### src/rtl/pipe_buffer_reg.sv
// Elastic two-entry pipeline stage register with valid/ready handshake, skid slot and flush-to-bubble.
// Optional idle/stall counters are built when PIPE_BUFFER_PERF_EN is defined.
module pipe_buffer_reg #(
    parameter int               WIDTH  = 32,
    parameter logic [WIDTH-1:0] BUBBLE = '0
) (
    input  logic             clk,
    input  logic             reset,
    input  logic             flush,
    input  logic             in_valid,
    output logic             in_ready,
    input  logic [WIDTH-1:0] in_data,
    output logic             out_valid,
    input  logic             out_ready,
    output logic [WIDTH-1:0] out_data
`ifdef PIPE_BUFFER_PERF_EN
    ,
    output logic [31:0]      stall_cycles,
    output logic [31:0]      bubble_cycles
`endif
);

    typedef enum logic [1:0] {
        EMPTY = 2'd0,
        ONE   = 2'd1,
        FULL  = 2'd2
    } state_t;

    state_t           state_r;
    state_t           state_nxt_s;
    logic [WIDTH-1:0] main_r;
    logic [WIDTH-1:0] main_nxt_s;
    logic [WIDTH-1:0] skid_r;
    logic [WIDTH-1:0] skid_nxt_s;
    logic             out_valid_r;
    logic             in_fire_s;
    logic             out_fire_s;

    // in_ready looks only at held state, flush and reset so stalls never chain combinationally
    assign in_ready   = (state_r != FULL) & ~flush & ~reset;
    assign in_fire_s  = in_valid & in_ready;
    assign out_fire_s = out_valid_r & out_ready;
    assign out_valid  = out_valid_r;
    assign out_data   = main_r;

    // Next-state and payload steering; flush overrides every handshake
    always_comb begin
        state_nxt_s = state_r;
        main_nxt_s  = main_r;
        skid_nxt_s  = skid_r;
        if (flush) begin
            state_nxt_s = EMPTY;
            main_nxt_s  = BUBBLE;
            skid_nxt_s  = BUBBLE;
        end else begin
            case (state_r)
                EMPTY: begin
                    if (in_fire_s) begin
                        main_nxt_s  = in_data;
                        state_nxt_s = ONE;
                    end else begin
                        state_nxt_s = EMPTY;
                    end
                end
                ONE: begin
                    if (in_fire_s && out_fire_s) begin
                        main_nxt_s = in_data;
                    end else if (in_fire_s) begin
                        skid_nxt_s  = in_data;
                        state_nxt_s = FULL;
                    end else if (out_fire_s) begin
                        main_nxt_s  = BUBBLE;
                        state_nxt_s = EMPTY;
                    end else begin
                        state_nxt_s = ONE;
                    end
                end
                FULL: begin
                    if (out_fire_s) begin
                        main_nxt_s  = skid_r;
                        skid_nxt_s  = BUBBLE;
                        state_nxt_s = ONE;
                    end else begin
                        state_nxt_s = FULL;
                    end
                end
                default: begin
                    state_nxt_s = EMPTY;
                    main_nxt_s  = BUBBLE;
                    skid_nxt_s  = BUBBLE;
                end
            endcase
        end
    end

    // State and payload registers; out_valid is kept as its own flop to stay glitch-free
    always_ff @(posedge clk or posedge reset) begin
        if (reset) begin
            state_r     <= EMPTY;
            main_r      <= BUBBLE;
            skid_r      <= BUBBLE;
            out_valid_r <= 1'b0;
        end else begin
            state_r     <= state_nxt_s;
            main_r      <= main_nxt_s;
            skid_r      <= skid_nxt_s;
            out_valid_r <= (state_nxt_s != EMPTY);
        end
    end

`ifdef PIPE_BUFFER_PERF_EN
    logic [31:0] stall_r;
    logic [31:0] bubble_r;

    assign stall_cycles  = stall_r;
    assign bubble_cycles = bubble_r;

    // Saturating back-pressure and empty-slot counters
    always_ff @(posedge clk or posedge reset) begin
        if (reset) begin
            stall_r  <= 32'd0;
            bubble_r <= 32'd0;
        end else if (flush) begin
            stall_r  <= 32'd0;
            bubble_r <= 32'd0;
        end else begin
            if (out_valid_r && !out_ready && (stall_r != 32'hFFFF_FFFF)) begin
                stall_r <= stall_r + 32'd1;
            end
            if (!out_valid_r && (bubble_r != 32'hFFFF_FFFF)) begin
                bubble_r <= bubble_r + 32'd1;
            end
        end
    end
`endif

endmodule

### config.mk
export PLATFORM = sky130hd
export DESIGN_NAME = pipe_buffer_reg
export DESIGN_NICKNAME = d
export VERILOG_FILES = /design/src/rtl/pipe_buffer_reg.sv
export SDC_FILE = /design/constraint.sdc
export NUM_CORES = 1
export LEC_CHECK = 0
export CAP_MARGIN = 20
export CORE_MARGIN = 3
export CORE_UTILIZATION = 45
export DETAILED_ROUTE_END_ITERATION = 7
export GPL_TIMING_DRIVEN = 0
export PLACE_DENSITY_LB_ADDON = 0.15
export SLEW_MARGIN = 20
export SYNTH_ARGS = -nofsm -noshare
export SYNTH_HDL_FRONTEND = slang
export SYNTH_SLANG_ARGS = --single-unit
### constraint.sdc
create_clock -name clk -period 1.8 [get_ports clk]
set_input_delay 0.36 -clock clk [delete_from_list [all_inputs] [get_ports clk]]
set_output_delay 0.36 -clock clk [all_outputs]
set_load 0.01 [all_outputs]
==> flow_metrics.env, run 1 <==
export IMPL_status="finished clean"
export IMPL_hold_buffers=0
export IMPL_slew_headroom=0.670
export IMPL_period_share=0.933
export IMPL_n_antenna_cell=0
export IMPL_place_congestion=0.760
export IMPL_ys_seq_area_frac=0.480
export IMPL_crit_type="register to primary output"
export IMPL_arrival_ps=1320
export IMPL_drive_gt1_frac=0.118
export IMPL_finalSetupViolCount=0
export IMPL_cp_required_ps=1440
export IMPL_layout_common_cells="clkdlybuf4s50_1 (67), dfrtp_1 (67), mux2i_1 (63), nor2_1 (34)"
export IMPL_synthCells=346
export IMPL_drtIter0Drc=93
export IMPL_maxCapViolations=0
export IMPL_port_buffer_count=70
export IMPL_die_w_um=94.1
export IMPL_num_rows=31
export IMPL_crit_fanout=5
export IMPL_fmax_mhz=596
export IMPL_cpPeakStageDelay_ps=380
export IMPL_netlist_area_um2=3490
export IMPL_routedWlPerCell_um=15.6
export IMPL_die_area_um2=8860
export IMPL_worst_clock_skew_ps=7.30
export IMPL_syn_nets=383
export IMPL_worst_slew_pin_slew_ps=496
export IMPL_utilization=0.616
export IMPL_antenna_left=0
export IMPL_syn_area_per_cell_um2=10.1
export IMPL_p_sw_uw=919
export IMPL_cellPowerDensity_nw_per_um2=754
export IMPL_synth_distinct_cells=31
export IMPL_final_max_slew_viol_count=0
export IMPL_p_sw_frac=0.267
export IMPL_grt_pass1_vias=2876
export IMPL_overflow=0
export IMPL_final_setup_worst_slack_ps=121
export IMPL_period_minus_slack_ps=1680
export IMPL_cp_cell_sequence="buf_6 -> nor2b_2 -> nor3_1 -> buf_2"
export IMPL_clockRootBuffer="clkbuf_8"
export IMPL_clock_power_share=0.370
export IMPL_path_clk_slew_ps=80
export IMPL_yosys_warnings=0
export IMPL_cp_end_kind="primary output"
export IMPL_ys_top_cells_by_area="dfrtp_1 (48%), mux2i_1 (18%), o2bb2ai_1 (8.0%), a21oi_1 (4.6%), nor2_1 (3.7%)"
export IMPL_pre_cts_ws_ps=-998
export IMPL_comb_power_share=0.164
export IMPL_io_pins=71
export IMPL_areaGrowthSynthToFinish_pct=30.7
export IMPL_yosys_area_top_type="dfrtp_1"
export IMPL_postCtsSetupRepairBufs=0
export IMPL_cts_sinks=67
export IMPL_vias=2782
export IMPL_drt_total_wl_um=8320
export IMPL_cts_tree="yes"
export IMPL_vias_per_cell=5.22
export IMPL_antenna_found_initial=0
export IMPL_core_um2=7410
export IMPL_crit_slowest_cell="dfrtp_1"
export IMPL_netlist_area_leader_share=0.480
export IMPL_start_util=0.472
export IMPL_grt_max_degree=35
export IMPL_reg2reg_depth=6
export IMPL_worstSkewPairLatency_ps=340
export IMPL_p_leak_nw=1.93
export IMPL_cp_start_kind="register"
export IMPL_nets=466
export IMPL_cts_htree_levels=3
export IMPL_hold_class="primary input to asynchronous set/reset pin"
export IMPL_hold_violations=0
export IMPL_ir_drop_uv=478
export IMPL_pwr_share_seq=0.466
export IMPL_p_int_mw=2.52
export IMPL_die_h_um=94.1
export IMPL_firstDrtPassIters=4
export IMPL_rsz0062_at_grt="false"
export IMPL_track_usage=0.200
export IMPL_grt_pass1_wl_um=14000
export IMPL_clk_path_buf_depth=2
export IMPL_place_hpwl_um=5390
export IMPL_yosys_register_bits=67
export IMPL_drc=0
export IMPL_numCtsBuffers=9
## layout make-up
class	instances	area, µm²
buffer	26	169
clock buffer	10	138
clock inverter	6	63.8
fill	639	2840
inverter	34	154
multi-input combinational	219	1530
sequential	67	1680
tap	99	124
timing repair buffer	70	689
timing repair inverter	2	17.5
## metrics by stage
step	total power [mW]	std cells	instance area, µm²	hold WS, ps	TNS (ps)
floorplan	1.92	346	3500	350	0
global placement	2.18	515	4320	471	-40160
detailed placement	2.19	515	4320	473	-40180
CTS	3.48	532	4550	349	0
global route	3.62	533	4570	175	0
finish	3.44	533	4570	172	0
## cells by family (layout without fill, tap and decap cells)
kind of cell           count (synthesis)  in the layout  share of synthesized area
AND/OR/NAND/NOR                       81             81                      0.104
AO/OA/AOI/OAI                         73             73                      0.146
flip-flops                            67             67                      0.480
multiplexers                          63             63                      0.181
buffers and inverters                 60            148                     0.0842
XOR/XNOR                               2              2                    0.00502
## Yosys cell counts
library cell,number
dfrtp_1,67
inv_1,33
o21bai_2,1
buf_6,5
o21bai_1,1
mux2i_1,63
nor2b_1,1
and2_1,2
a32oi_1,1
nor2_2,1
nor3b_2,1
nor2_1,34
o2bb2ai_1,32
buf_4,3
a31oi_1,1
o31ai_1,2
buf_2,16
o21ai_0,1
a21oi_1,32
xnor2_1,2
or3_1,1
nor4_2,1
inv_2,1
buf_1,2
nor3_1,2
a211oi_1,1
a2bb2oi_1,1
nor4b_4,1
nand2_1,33
nand3_1,2
nand2b_1,2
## path summary, 6_finish.rpt
kind | startpoint | endpoint | slack (ps)
max in group asynchronous | reset | out_data[22]$_DFFE_PP0P_ | 1320
min in group clk | out_data[3]$_DFFE_PP0P_ | out_data[3]$_DFFE_PP0P_ | 490
setup / recovery | state_r[1]$_DFF_PP0_ | in_ready | 120
hold / removal | reset | skid_r[14]$_DFFE_PP0P_ | 170
hold reg to reg | out_data[3]$_DFFE_PP0P_ | out_data[3]$_DFFE_PP0P_ | 490
setup reg to reg | state_r[1]$_DFF_PP0_ | skid_r[21]$_DFFE_PP0P_ | 180
## metal layers
layer	up-vias	track usage	share of wire
li1	1346	-	-
met1	1363	0.266	0.46
met2	65	0.322	0.48
met3	8	0.0481	0.049
met4	0	0.0650	0.0084
met5	-	0	0
## power groups by stage
stage	Combinational, mW	Sequential (mW)	Clock [mW]
after global routing	0.620	1.61	1.39
after detailed placement	0.555	1.63	0
after floorplan	0.277	1.64	0
final	0.564	1.60	1.27
after CTS	0.567	1.60	1.31
after global placement	0.550	1.63	0
## registers in the layout (all words and copies together), names as in the netlist
| signal | cells |
|---|---|
| out_valid | 1 |
| skid_r | 32 |
| state_r | 2 |
| out_data | 32 |
## what timing repair did
| item | 4_1_cts | 5_1_grt |
|---|---|---|
| setup endpoints to repair | 33 | 60 |
| cloned | 1 | 1 |
| resized for setup | 13 | 3 |
## worst max-delay path, delay by kind of cell, from the launching register on
family,cells,cell delay [ps]
buf+inv,2,290
flops,1,380
simple gates,2,300
No activity file was read; power rests on OpenSTA's default activity.
==> inputs of run 2 (changes only) <==
--- a/config.mk
+++ b/config.mk
@@ -10,6 +10,7 @@
 export CORE_UTILIZATION = 45
 export DETAILED_ROUTE_END_ITERATION = 7
 export GPL_TIMING_DRIVEN = 0
+export HOLD_SLACK_MARGIN = 0.12
 export PLACE_DENSITY_LB_ADDON = 0.15
 export SLEW_MARGIN = 20
 export SYNTH_ARGS = -nofsm -noshare
==> results of run 2 <==
Final layout, timing and power as in run 1 (identical DEF).
==> inputs of run 3 (changes only) <==
--- a/config.mk
+++ b/config.mk
@@ -5,6 +5,7 @@
 export SDC_FILE = /design/constraint.sdc
 export NUM_CORES = 1
 export LEC_CHECK = 0
+export ABC_AREA = 1
 export CAP_MARGIN = 20
 export CORE_MARGIN = 3
 export CORE_UTILIZATION = 45
==> run 3 against run 2 <==
Compared with the run above: routed wire length is 15% higher; setup slack lost 44 ps; clock skew shrank 1.7 ps; sequential share of layout area decreased by 1.6 points; sequential power rose by 6%; largest power group unchanged; highest routed layer unchanged.
==> flow_metrics.env, run 3 <==
export IMPL_die_area_um2=9170
export IMPL_nFillCells=741
export IMPL_die_w_um=95.8
export IMPL_routedWlPerCell_um=13.4
export IMPL_vias_per_cell=5.08
export IMPL_cts_tree="yes"
export IMPL_regArea_um2=1680
export IMPL_clk_path_buf_depth=2
export IMPL_overflow=0
export IMPL_synthCells=523
export IMPL_reg2reg_depth=7
export IMPL_fin_hold_ws_ps=207
export IMPL_track_usage=0.225
export IMPL_netlist_area_leader_share=0.463
export IMPL_period_minus_slack_ps=1720
export IMPL_syn_area_per_cell_um2=6.93
export IMPL_fmax_mhz=580
export IMPL_synthTopCellsByCount="nand2_1 (301), dfrtp_1 (67), nor2_1 (35)"
export IMPL_drt_total_wl_um=9560
export IMPL_yosys_warnings=0
export IMPL_finalSetupViolCount=0
export IMPL_cp_startpoint="state_r[0]$_DFF_PP0_"
export IMPL_yosys_area_top_type="dfrtp_1"
export IMPL_areaGrowthSynthToFinish_pct=31.5
export IMPL_vias=3621
export IMPL_ys_seq_area_frac=0.463
export IMPL_regToRegEndpoint="out_data[6]$_DFFE_PP0P_"
export IMPL_worst_slew_pin_slew_ps=504
export IMPL_layout_commonest_cell="nand2_1"
export IMPL_worstSkewPairLatency_ps=350
export IMPL_numCtsBuffers=9
export IMPL_rr_startpoint="state_r[1]$_DFF_PP0_"
export IMPL_placed_area_um2=4490
export IMPL_yosys_register_bits=67
export IMPL_final_max_slew_viol_count=0
export IMPL_pre_cts_ws_ps=-300
export IMPL_drive_gt1_frac=0.0933
export IMPL_cts_sinks=67
export IMPL_final_setup_worst_slack_ps=77.1
export IMPL_maxCapViolations=0
export IMPL_grt_pass1_wl_um=16200
export IMPL_nets=643
export IMPL_syn_nets=560
export IMPL_start_util=0.467
export IMPL_cp_required_ps=1440
export IMPL_hold_violations=0
export IMPL_drtIter0Drc=200
export IMPL_status="finished clean"
export IMPL_hold_buffers=0
export IMPL_worst_clock_skew_ps=5.62
export IMPL_dp_cells=696
export IMPL_die_h_um=95.8
export IMPL_fin_cells=713
export IMPL_n_antenna_cell=0
export IMPL_grt_max_degree=31
export IMPL_antenna_found_initial=0
export IMPL_rsz0062_at_grt="false"
export IMPL_worstSetupEndpoint="in_ready"
export IMPL_ir_drop_uv=502
export IMPL_cellPowerDensity_nw_per_um2=844
export IMPL_place_congestion=0.824
export IMPL_core_um2=7770
export IMPL_ys_dominant_reg_cell="dfrtp_1"
export IMPL_arrival_ps=1360
export IMPL_firstDrtPassIters=4
export IMPL_netlist_area_um2=3620
export IMPL_cp_end_kind="primary output"
export IMPL_synth_edf_count=0
export IMPL_place_hpwl_um=6670
export IMPL_num_rows=32
export IMPL_grt_pass1_vias=3547
export IMPL_tns_ps=0
export IMPL_p_leak_nw=2.48
export IMPL_drc=0
export IMPL_hold_class="primary input to asynchronous set/reset pin"
export IMPL_ys_top_cells_by_area="dfrtp_1 (46%), nand2_1 (31%), o21bai_1 (6.6%), nand3_1 (4.7%), nor2_1 (3.6%)"
export IMPL_clockRootBuffer="clkbuf_8"
export IMPL_layout_common_cells="nand2_1 (300), clkdlybuf4s50_1 (67), dfrtp_1 (67), nor2_1 (34), nand3_1 (34)"
export IMPL_antenna_left=0
export IMPL_yosysMostFrequentCell="nand2_1"
export IMPL_synthArstFlopShare=1.00
export IMPL_power_mw=4.03
export IMPL_utilization=0.614
export IMPL_cts_htree_levels=3
export IMPL_crit_fanout=4
export IMPL_io_pins=71
export IMPL_path_clk_slew_ps=70
export IMPL_slew_headroom=0.664
export IMPL_multi_input_area_um2=1780
export IMPL_crit_type="register to primary output"
export IMPL_synth_distinct_cells=18
export IMPL_cp_start_kind="register"
export IMPL_post_route_cell_area_um2=4770
export IMPL_port_buffer_count=69
export IMPL_period_share=0.957
export IMPL_r2r_slack_ps=200
run 3: cell types whose count changed in the layout (fill, tap and decap cells not counted), sizes merged, moves of 10 or more:
cell / before / now
mux2i: 63 / 0
inv: 36 / 10
o2bb2ai: 32 / 0
nand2: 33 / 304
buf: 27 / 17
clkbuf: 11 / 28
nand3: 2 / 35
a21oi: 32 / 2
o21bai: 2 / 32
run 3: report_power, final:
part           internal, mW  leakage (nW)  total, mW  switching, mW
Sequential             1.62         0.892       1.69         0.0630
Combinational         0.396          1.46      0.814          0.418
Clock                 0.954         0.123       1.53          0.573
run 3: what timing repair did:
action	CTS	global route
resized for setup	4	20
pin swaps	1	1
setup buffers	0	1
hold endpoints to repair	0	0
gates cloned	0	0
endpoints found under the setup margin	3	54
run 3: final cells by class:
| cell class | instances | share of cell area |
|---|---|---|
| repair buffers | 72 | 0.154 |
| flip-flops and latches | 67 | 0.352 |
| clock inverters | 5 | 0.0210 |
| multi-input cells | 414 | 0.373 |
| well taps | 102 | 0.0268 |
| inverters | 11 | 0.00945 |
| clock buffers | 11 | 0.0297 |
| plain buffers | 31 | 0.0339 |
run 3: how the worst min path moves through the flow:
stage | from | end | slack (ps) | depth (start not counted)
global placement | skid_r[17]$_DFFE_PP0P_ | skid_r[17]$_DFFE_PP0P_ | 450 | 2
finish | reset | out_data[5]$_DFFE_PP0P_ | 210 | 2
CTS | reset | out_data[30]$_DFFE_PP0P_ | 200 | 2
global route | reset | out_data[5]$_DFFE_PP0P_ | 220 | 2
detailed placement | skid_r[21]$_DFFE_PP0P_ | skid_r[21]$_DFFE_PP0P_ | 460 | 2
floorplan | skid_r[0]$_DFFE_PP0P_ | skid_r[0]$_DFFE_PP0P_ | 440 | 2
run 3: metal layers:
metal  up-vias  track usage  wire length, µm
met3        12       0.0289              486
met5         -            0                0
li1       1783            -                -
met4         0       0.0924              167
met2        94        0.378             4530
met1      1732        0.293             4380
run 3: logic make-up (layout without fill, tap and decap cells):
group / count (synthesis) / count (layout) / synth area share
buf+inv: 42 / 130 / 0.0518
simple gates: 378 / 378 / 0.413
compound gates: 36 / 36 / 0.0728
flops: 67 / 67 / 0.463
run 3: worst max-delay path, stage by stage, from the launching register on:
cell and delay (ps):
dfrtp_1 410, inv_2 90, nand2_2 110, nand2_1 100, inv_1 40, dlygate4sd2_1 270
